File: src/rtl/pc_sequencer_pkg.sv
// -----------------------------------------------------------------------------
// pc_sequencer_pkg
// Shared definitions for the program-counter sequencer:
//   - PC_W                 : program counter width (32)
//   - RESET_VECTOR_DEFAULT : default PC loaded on reset
//   - PC_STEP              : sequential fetch increment (one 32-bit word)
//   - pc_state_t           : fetch sequencer states (IDLE, FETCH, STALL)
//   - next_seq_pc / jump_target / branch_target : address arithmetic helpers
// -----------------------------------------------------------------------------
package pc_sequencer_pkg;

  localparam int unsigned PC_W = 32;

  localparam logic [PC_W-1:0] RESET_VECTOR_DEFAULT = 32'h0000_0000;
  localparam logic [PC_W-1:0] PC_STEP              = 32'h0000_0004;

  typedef enum logic [1:0] {
    ST_IDLE  = 2'b00,
    ST_FETCH = 2'b01,
    ST_STALL = 2'b10
  } pc_state_t;

  // Sequential successor; wraps 32'hFFFF_FFFC -> 32'h0000_0000 naturally.
  function automatic logic [PC_W-1:0] next_seq_pc(input logic [PC_W-1:0] pc);
    return pc + PC_STEP;
  endfunction

  // Jump target keeps the 256 MB region of the delay-slot PC.
  function automatic logic [PC_W-1:0] jump_target(input logic [3:0]  region,
                                                  input logic [25:0] index);
    return {region, index, 2'b00};
  endfunction

  // Branch offset is in words; the add wraps silently at 32 bits.
  function automatic logic [PC_W-1:0] branch_target(input logic [PC_W-1:0] pc_plus4,
                                                    input logic [PC_W-1:0] sign_imm);
    return pc_plus4 + (sign_imm << 2);
  endfunction

endpackage

File: src/rtl/pc_sequencer_target_calc.sv
// -----------------------------------------------------------------------------
// pc_target_calc
// Combinational redirect decode. Produces the taken flag and the redirect
// target from a branch/jump resolution. Jump wins over a branch; nothing is
// taken when i_resolve_valid is low.
// Ports:
//   i_resolve_valid    : resolution presented this cycle
//   i_resolve_pc_plus4 : PCPlus4 of the resolving instruction
//   i_branch, i_zero   : conditional branch, taken when both are high
//   i_sign_imm         : sign-extended branch offset in words
//   i_jump             : unconditional jump
//   i_jump_index       : 26-bit instr_index of the jump
//   o_taken            : a redirect is requested
//   o_target           : redirect target address (0 when not taken)
// -----------------------------------------------------------------------------
module pc_target_calc
  import pc_sequencer_pkg::*;
(
  input  logic              i_resolve_valid,
  input  logic [PC_W-1:0]   i_resolve_pc_plus4,
  input  logic              i_branch,
  input  logic              i_zero,
  input  logic [PC_W-1:0]   i_sign_imm,
  input  logic              i_jump,
  input  logic [25:0]       i_jump_index,
  output logic              o_taken,
  output logic [PC_W-1:0]   o_target
);

  // Redirect decode with jump priority.
  always_comb begin
    o_taken  = 1'b0;
    o_target = 32'h0000_0000;
    if (i_resolve_valid) begin
      if (i_jump) begin
        o_taken  = 1'b1;
        o_target = jump_target(i_resolve_pc_plus4[31:28], i_jump_index);
      end else if (i_branch && i_zero) begin
        o_taken  = 1'b1;
        o_target = branch_target(i_resolve_pc_plus4, i_sign_imm);
      end else begin
        o_taken  = 1'b0;
        o_target = 32'h0000_0000;
      end
    end else begin
      o_taken  = 1'b0;
      o_target = 32'h0000_0000;
    end
  end

endmodule

File: src/rtl/pc_sequencer.sv
// -----------------------------------------------------------------------------
// pc_sequencer
// Owns the program counter and the fetch handshake toward instruction memory.
// Next PC on an accepted fetch is (in priority order) the buffered redirect,
// the redirect resolving this cycle, or PC+4. A taken redirect that cannot
// be applied immediately is held in a one-entry buffer; while that buffer is
// occupied further redirects are wrong-path and are dropped.
// Ports:
//   clk              : clock, rising edge
//   reset            : synchronous active-low reset
//   stall            : hold fetch, no new request is issued while high
//   fetch_valid      : PC is a valid fetch request (registered)
//   fetch_ready      : instruction memory accepts the request
//   PC               : current fetch address (registered)
//   PCPlus4          : PC + 4 (combinational from PC)
//   resolve_valid, resolve_pc_plus4, Branch, Zero, SignImm, Jump, JumpIndex :
//                      branch/jump resolution inputs
//   redirect_pending : redirect buffer occupied (registered)
//   taken_count      : saturating count of redirects that loaded PC
// -----------------------------------------------------------------------------
module pc_sequencer
  import pc_sequencer_pkg::*;
#(
  parameter logic [31:0] RESET_VECTOR = RESET_VECTOR_DEFAULT,
  parameter int unsigned CNT_W        = 16
) (
  input  logic             clk,
  input  logic             reset,
  input  logic             stall,
  output logic             fetch_valid,
  input  logic             fetch_ready,
  output logic [31:0]      PC,
  output logic [31:0]      PCPlus4,
  input  logic             resolve_valid,
  input  logic [31:0]      resolve_pc_plus4,
  input  logic             Branch,
  input  logic             Zero,
  input  logic [31:0]      SignImm,
  input  logic             Jump,
  input  logic [25:0]      JumpIndex,
  output logic             redirect_pending,
  output logic [CNT_W-1:0] taken_count
);

  localparam logic [CNT_W-1:0] CNT_MAX = {CNT_W{1'b1}};
  localparam logic [CNT_W-1:0] CNT_ONE = {{(CNT_W-1){1'b0}}, 1'b1};

  pc_state_t         r_state;
  logic              r_fetch_valid;
  logic [PC_W-1:0]   r_pc;
  logic [PC_W-1:0]   r_buf_target;
  logic              r_pending;
  logic [CNT_W-1:0]  r_taken_count;

  logic              w_taken;
  logic [PC_W-1:0]   w_target;
  logic [PC_W-1:0]   w_pc_plus4;
  logic              w_accept;
  logic              w_load_buf;
  logic              w_load_direct;
  logic              w_capture;
  logic [PC_W-1:0]   w_next_pc;

  pc_target_calc u_target_calc (
    .i_resolve_valid    (resolve_valid),
    .i_resolve_pc_plus4 (resolve_pc_plus4),
    .i_branch           (Branch),
    .i_zero             (Zero),
    .i_sign_imm         (SignImm),
    .i_jump             (Jump),
    .i_jump_index       (JumpIndex),
    .o_taken            (w_taken),
    .o_target           (w_target)
  );

  assign w_pc_plus4 = next_seq_pc(r_pc);

  // Accept qualification and next-PC selection.
  always_comb begin
    w_accept      = 1'b0;
    w_load_buf    = 1'b0;
    w_load_direct = 1'b0;
    w_capture     = 1'b0;
    w_next_pc     = w_pc_plus4;
    w_accept      = (r_state == ST_FETCH) && r_fetch_valid && fetch_ready;
    // The buffer holds the oldest redirect, so it always beats a new one.
    w_load_buf    = w_accept && r_pending;
    w_load_direct = w_accept && !r_pending && w_taken;
    // Only an empty buffer captures; anything later is wrong-path.
    w_capture     = !w_accept && w_taken && !r_pending;
    if (w_load_buf) begin
      w_next_pc = r_buf_target;
    end else if (w_load_direct) begin
      w_next_pc = w_target;
    end else begin
      w_next_pc = w_pc_plus4;
    end
  end

  // Fetch sequencer FSM with registered fetch_valid.
  always_ff @(posedge clk) begin
    if (!reset) begin
      r_state       <= ST_IDLE;
      r_fetch_valid <= 1'b0;
    end else begin
      case (r_state)
        ST_IDLE: begin
          if (stall) begin
            r_state       <= ST_STALL;
            r_fetch_valid <= 1'b0;
          end else begin
            r_state       <= ST_FETCH;
            r_fetch_valid <= 1'b1;
          end
        end
        ST_FETCH: begin
          // Stall withdraws an unaccepted request and blocks the next one.
          if (stall) begin
            r_state       <= ST_STALL;
            r_fetch_valid <= 1'b0;
          end else begin
            r_state       <= ST_FETCH;
            r_fetch_valid <= 1'b1;
          end
        end
        ST_STALL: begin
          if (stall) begin
            r_state       <= ST_STALL;
            r_fetch_valid <= 1'b0;
          end else begin
            r_state       <= ST_FETCH;
            r_fetch_valid <= 1'b1;
          end
        end
        default: begin
          r_state       <= ST_IDLE;
          r_fetch_valid <= 1'b0;
        end
      endcase
    end
  end

  // Program counter register; only moves on an accepted fetch.
  always_ff @(posedge clk) begin
    if (!reset) begin
      r_pc <= RESET_VECTOR;
    end else if (w_accept) begin
      r_pc <= w_next_pc;
    end else begin
      r_pc <= r_pc;
    end
  end

  // One-entry redirect buffer.
  always_ff @(posedge clk) begin
    if (!reset) begin
      r_pending    <= 1'b0;
      r_buf_target <= 32'h0000_0000;
    end else if (w_load_buf) begin
      r_pending    <= 1'b0;
      r_buf_target <= r_buf_target;
    end else if (w_capture) begin
      r_pending    <= 1'b1;
      r_buf_target <= w_target;
    end else begin
      r_pending    <= r_pending;
      r_buf_target <= r_buf_target;
    end
  end

  // Saturating count of redirects that actually loaded PC.
  always_ff @(posedge clk) begin
    if (!reset) begin
      r_taken_count <= {CNT_W{1'b0}};
    end else if ((w_load_buf || w_load_direct) && (r_taken_count != CNT_MAX)) begin
      r_taken_count <= r_taken_count + CNT_ONE;
    end else begin
      r_taken_count <= r_taken_count;
    end
  end

  assign fetch_valid      = r_fetch_valid;
  assign PC               = r_pc;
  assign PCPlus4          = w_pc_plus4;
  assign redirect_pending = r_pending;
  assign taken_count      = r_taken_count;

endmodule

File: config.mk
export PLATFORM = sky130hd
export DESIGN_NAME = pc_sequencer
export DESIGN_NICKNAME = d
export VERILOG_FILES = /design/src/rtl/pc_sequencer_pkg.sv /design/src/rtl/pc_sequencer_target_calc.sv /design/src/rtl/pc_sequencer.sv
export SDC_FILE = /design/constraint.sdc
export NUM_CORES = 1
export LEC_CHECK = 0
export ABC_AREA = 1
export CELL_PAD_IN_SITES_DETAIL_PLACEMENT = 0
export CELL_PAD_IN_SITES_GLOBAL_PLACEMENT = 1
export CORE_MARGIN = 2
export CORE_UTILIZATION = 36
export DETAILED_ROUTE_END_ITERATION = 10
export PLACE_DENSITY = 0.95
export SLEW_MARGIN = 0
export SYNTH_ARGS = -nofsm -noshare
export SYNTH_HDL_FRONTEND = slang
export SYNTH_SLANG_ARGS = --single-unit
File: constraint.sdc
create_clock -name clk -period 3.7 [get_ports clk]
set_clock_uncertainty 0.1 [all_clocks]
set_input_delay 0.74 -clock clk [delete_from_list [all_inputs] [get_ports clk]]
set_output_delay 0.74 -clock clk [all_outputs]
set_load 0.02 [all_outputs]
# == Word-level counts from Yosys, hierarchy flattened ==
# Cells that the tools add are included.
# classes
add_sub_neg,3
mul,0
div_mod_pow,0
n_lt_le_gt_ge,0
eq_ne,3
n_shift,0
muxes,10
bitwise_logic,2
reduce_logical,17
# op_table
op,n
$mux 32,5
$add 32x3->32 const B,1
$add 32x32->32,1
$add 16x1->16 const B,1
$ne 16x16->1 const B,1
$logic_and 1x1->1,9
$mux 1,4
$reduce_and 2->1,2
$reduce_or 3->1,1
$eq 2x1->1 const B,1
$eq 2x2->1 const B,1
$logic_not 1->1,2
$logic_not 2->1,1
$mux 2,1
$not 1->1,2
$reduce_or 2->1,1
$logic_or 1x1->1,1
# word_totals
register_bits,84
latch_bits,0
ram_bits,0
mem_bits_ro,0
elab_cells,41
n_memories,0

# == Depth between registers and ports, before layout ==
# Gate-level depths: netlist of run 1.
# logic_depth
depth_word,7
depth_mapped,15

# == By module ==
# Synthesis of run 1 repeated with hierarchy kept, for this count alone.
# hier_totals
hier_cells,1299
hier_area_um2,7433.4
# by_module_without_submodules
module,n_inst,cells_each,area_each_um2,seq_area_each_um2
pc_sequencer,1,740,4729.5,1661.6
pc_target_calc,1,559,2703.8,0.0

# == Worst setup path before layout of run 1 ==
# Ideal clock, no wire load.
# synth_timing
kind,flip-flop to output port
startpoint,"register r_pc[2], in the netlist PC[2]"
endpoint,output port PCPlus4[18]
arrival_time_ns,1.745
slack_ns,1.115
stages_incl_launch_ff,9
path_cell_list,dfxtp_1 ha_1 nand2_1 nor3_4 nand2_1 inv_2 nand2_2 nor2_2 xor2_1
# synth_via
elab_chain_len,1
# synth_rtl
item,line_no,rtl
from (decl),pc_sequencer.sv:50,logic [PC_W-1:0] r_pc;
from (signal assigned),pc_sequencer.sv:148,r_pc <= w_next_pc;
from (signal assigned),pc_sequencer.sv:150,r_pc <= r_pc;
$add 32x3->32,pc_sequencer_pkg.sv:25,return pc + PC_STEP;
to (decl),pc_sequencer.sv:33,"output logic [31:0] PCPlus4,"
# Every way passes these cells.

# == Final worst setup path of run 1 ==
# layout_timing
startpoint,"register r_pc[13], in the netlist PC[13]"
endpoint,output port PCPlus4[23]
# Same word-level chain as after synthesis.

==> out/summary.md, run 1 <==
The flow ran to the end, and the final reports show no timing, DRC or antenna violations. After synthesis, the netlist uses 45 different library cells. Summing every instance area after synthesis gives 6870 sq um.

Setup violations remaining at the end of the flow were counted as 0. The initial antenna violation count is 0. Setup slack closes at 0.152 ns.

Once layout is done, the placed cells without fillers occupy 9200 sq um. In the final routed layout, each cell accounts on average for 14.2 microns. Counting cells, the worst reg-to-reg path comes to 10. For the quantity of hold-fixing buffers added after cts, the log shows 0.

The number of fillers in the final layout was 1935. TritonCTS created 9 clock buffers. The floorplan has 50 rows. Along the worst hold path, the cell count comes to 2. The class of the worst hold path is reg -> reg.

The average instance in the mapped netlist occupies 5.86 sq um. Timing analysis after detailed placement gives a worst setup slack of 0.333 ns. Launching element type of the critical path: a flip-flop. For the final cell utilization of the core, the log shows 0.492. The number of input and output port buffers inserted is 177. The worst setup path is captured at an output port. After detailed routing, the number of remaining DRC violations is 0. The clock edge transition at the registers on the reported setup and hold paths is 0.06 ns. Setup repair after global routing left no endpoint under its margin. The count of boundary I/O pins came out at 180. In the layout the commonest cells are 346 x sky130_fd_sc_hd__nand2_1, 203 x sky130_fd_sc_hd__inv_1, 175 x sky130_fd_sc_hd__clkdlybuf4s50_1, 114 x sky130_fd_sc_hd__a21oi_1, 89 x sky130_fd_sc_hd__nor2_1. The run gives 18000 microns as the post-detailed-placement half-perimeter wirelength.

The beginning of the critical path is PC[13]. The residual antenna-violating net count after detailed routing is 0, and the number of flops mapped to enable cells by yosys is 0. The floorplan step set the die width to 142 microns. Of all nets on the critical path, the largest fanout is 5. The tree built by TritonCTS fans out to 83 sinks.

The cell count after synthesis is 1172. The final number of max-transition violations was 0. In this run the critical register-to-register path is launched from PC[2].

Dividing the detail-routed via count by the number of cells gives 4.93. Timing would allow up to 282 MHz. The most common library cell in the layout ignoring fill and taps was sky130_fd_sc_hd__nand2_1. For the post-synthesis net count, the log shows 1302. The sequential element share of the synthesized area was 0.242. Number of storage elements in the synthesis netlist: 83. Data on the critical path is required at its endpoint by 2.86 ns. The number of global-route vias before repair came out at 7065. Count of routing violations after the opening detailed-route iteration: 575.

The share of async-settable or async-resettable flops after synthesis is 0. The master cell of the clock root buffer was sky130_fd_sc_hd__clkbuf_16. For this run, the leading register cell type out of synthesis is sky130_fd_sc_hd__dfxtp_1. Once placement finished, the instance area stood at 8900 sq um. Aggregate negative setup slack: 0 ns. After floorplanning, the core was sized to cover 18700 sq um. Entering global routing, the biggest net connects 63 pins.

Maximum root-to-sink buffer count: 2. In this run the static leakage power is 4.31 nW. The die is 142 microns tall. Traced cell by cell, the critical path runs through nand2_1 > nor2_1 > nand4_1 > nor3_1 > xor2_1 > clkdlybuf4s50_1. Summed over all layers, the global routing overflow is 0. The die covers 20200 sq um. For flop-to-flop paths, the worst setup slack is 1.46 ns. For this run, the detailed router's first-pass iteration total came to 6. The worst setup path is of the reg -> out kind.

The area added between synthesis and finish was 33.9%; the peak ir drop on the vdd network was 181 uV. The layout cell share with drive strength beyond 1 is 0.0439, and the count of max-cap constraint violations is 0. The net total in the final layout was 1470; the final count of hold timing violations was 0.

TritonCTS built the clock tree. Slew at the pin closest to its max-slew limit: 0.668 ns. The startpoint identified for the worst hold timing path is r_buf_target[3]. Data on the critical path arrives at its endpoint at 2.71 ns.

The overall fraction of global-route tracks in use is 0.216, and the final worst-path cycle share is 0.959. The H-tree was split into 3 levels. The total wire length came out at 22400 microns. The placer's final routability congestion estimate is 0.892. The starting utilization of the core area is 0.367, and the power per unit of standard cell area is 270 nW/um^2. The first global-routing pass estimated 35100 microns of wire. The routed layout has 7780 vias. The slowest stage cell on the critical path was sky130_fd_sc_hd__clkdlybuf4s50_1.

The area taken by flip-flops and latches was 1660 sq um. The end of the worst hold path was r_buf_target[3]. The minimum clock period after layout is 3.55 ns. Summing all multi-input logic gate instances after layout gives 4290 sq um. The Yosys warning count is 0. The maximum cell stage delay along the critical path was 0.65 ns. The number of antenna repair diodes is 0.

The endpoint identified for the worst register-to-register timing path is PC[16]. For the worst-skew pair, the clock arrives at the later sink with an insertion delay of 0.34 ns. For the tightest slew margin relative to the limit, the log shows 0.555.
final cells by class:
cell class / instances / area share
Multi-Input combinational cell: 845 / 0.466
Sequential cell: 83 / 0.181
Clock buffer: 14 / 0.0276
Inverter: 213 / 0.0869
Tap cell: 234 / 0.0318
Timing Repair Buffer: 188 / 0.203
Clock inverter: 2 / 0.00381
logic make-up after synthesis:
logic type / Yosys count / share of synthesized area
AND/OR/NAND/NOR: 558 / 0.347
buffers and inverters: 244 / 0.135
AO/OA/AOI/OAI: 223 / 0.176
flip-flops: 83 / 0.242
XOR/XNOR: 32 / 0.0408
adder cells (fa/ha/maj): 32 / 0.0594
synthesized netlist by cell type, types with 2 or more instances:
master | instances | share of area
sky130_fd_sc_hd__a221oi_1 | 3 | 0.0038
sky130_fd_sc_hd__nor3_2 | 3 | 0.0044
sky130_fd_sc_hd__clkbuf_1 | 21 | 0.011
sky130_fd_sc_hd__ha_1 | 31 | 0.056
sky130_fd_sc_hd__inv_2 | 9 | 0.0049
sky130_fd_sc_hd__o21ai_1 | 2 | 0.0015
sky130_fd_sc_hd__nor2_2 | 8 | 0.0073
sky130_fd_sc_hd__o22ai_1 | 17 | 0.015
sky130_fd_sc_hd__nor4_1 | 2 | 0.0018
sky130_fd_sc_hd__nand2_1 | 346 | 0.19
sky130_fd_sc_hd__dfxtp_1 | 83 | 0.24
sky130_fd_sc_hd__o211ai_1 | 2 | 0.0022
sky130_fd_sc_hd__nor3_4 | 2 | 0.0047
sky130_fd_sc_hd__nor3_1 | 14 | 0.010
sky130_fd_sc_hd__nor2_4 | 2 | 0.0033
sky130_fd_sc_hd__nand2_2 | 6 | 0.0055
sky130_fd_sc_hd__a21oi_1 | 114 | 0.083
sky130_fd_sc_hd__nand3b_1 | 4 | 0.0044
sky130_fd_sc_hd__o21ai_0 | 65 | 0.047
sky130_fd_sc_hd__nand4_1 | 20 | 0.018
sky130_fd_sc_hd__a211oi_1 | 3 | 0.0033
sky130_fd_sc_hd__xor2_1 | 29 | 0.037
sky130_fd_sc_hd__buf_1 | 3 | 0.0016
sky130_fd_sc_hd__inv_1 | 203 | 0.11
sky130_fd_sc_hd__o21bai_1 | 3 | 0.0033
sky130_fd_sc_hd__a22oi_1 | 7 | 0.0076
sky130_fd_sc_hd__xnor2_1 | 3 | 0.0038
sky130_fd_sc_hd__nand3_1 | 55 | 0.040
sky130_fd_sc_hd__nor2_1 | 89 | 0.049
sky130_fd_sc_hd__buf_2 | 5 | 0.0036
sky130_fd_sc_hd__buf_4 | 2 | 0.0022
sky130_fd_sc_hd__a31oi_1 | 3 | 0.0027
sequential cells by signal, indices dropped and copies added, names as in the netlist:
register          flops
PC                   32
r_buf_target         32
taken_count          16
r_state               2
redirect_pending      1
worst max-delay path: cells and delay by family (launching register included):
kind / cells / cell delay (ns)
AND/OR/NAND/NOR: 4 / 0.99
buffers and inverters: 1 / 0.65
flip-flops: 1 / 0.45
XOR/XNOR: 1 / 0.27
worst max path at each step:
| stage | end | slack [ns] | cells after the start |
|---|---|---|---|
| 2_1_floorplan | PCPlus4[18] | 1.11 | 8 |
| 4_1_cts | PCPlus4[26] | 0.04 | 6 |
| 6_report | PCPlus4[23] | 0.15 | 6 |
| 5_1_grt | PCPlus4[23] | 0.03 | 6 |
| 3_3_place_gp | r_buf_target[30] | 0.36 | 16 |
| 3_5_place_dp | PC[18] | 0.33 | 15 |
through the flow:
stage	cells	power, W	hold slack [ns]
after floorplan	1172	0.00136	0.356
after global placement	1563	0.00160	0.367
after detailed placement	1563	0.00161	0.375
after CTS	1579	0.00249	0.387
after global routing	1579	0.00262	0.416
final	1579	0.00249	0.385
routing by layer:
metal,vias to the layer above,global-route usage,part of all wire
met2,239,0.362,0.47
li1,4071,-,-
met4,0,0.0737,0.024
met3,35,0.0283,0.063
met1,3435,0.287,0.45
met5,-,0,0
power breakdown:
group | total, W | internal (W) | leakage [nW] | switching, W
clock network | 0.000891 | 0.000542 | 0.141 | 0.000349
logic | 0.000646 | 0.000267 | 3.49 | 0.000379
registers | 0.000949 | 0.000930 | 0.675 | 0.0000188
total | 0.00249 | 0.00174 | 4.31 | 0.000747
what timing repair did:
| item | in CTS | in global routing |
|---|---|---|
| resized for setup | 0 | 3 |
| buffers inserted | 0 | 0 |
| setup endpoints to repair | 0 | 3 |
Note: power is estimated with default switching activity, not from simulation.
==> run 2: changes to the inputs <==
--- a/config.mk
+++ b/config.mk
@@ -12,7 +12,7 @@
 export CORE_UTILIZATION = 36
 export DETAILED_ROUTE_END_ITERATION = 10
 export PLACE_DENSITY = 0.95
-export SLEW_MARGIN = 0
+export SLEW_MARGIN = 10
 export SYNTH_ARGS = -nofsm -noshare
 export SYNTH_HDL_FRONTEND = slang
 export SYNTH_SLANG_ARGS = --single-unit
==> results of run 2 <==
Same layout as run 1: the final DEF is identical, and so are final timing and power.
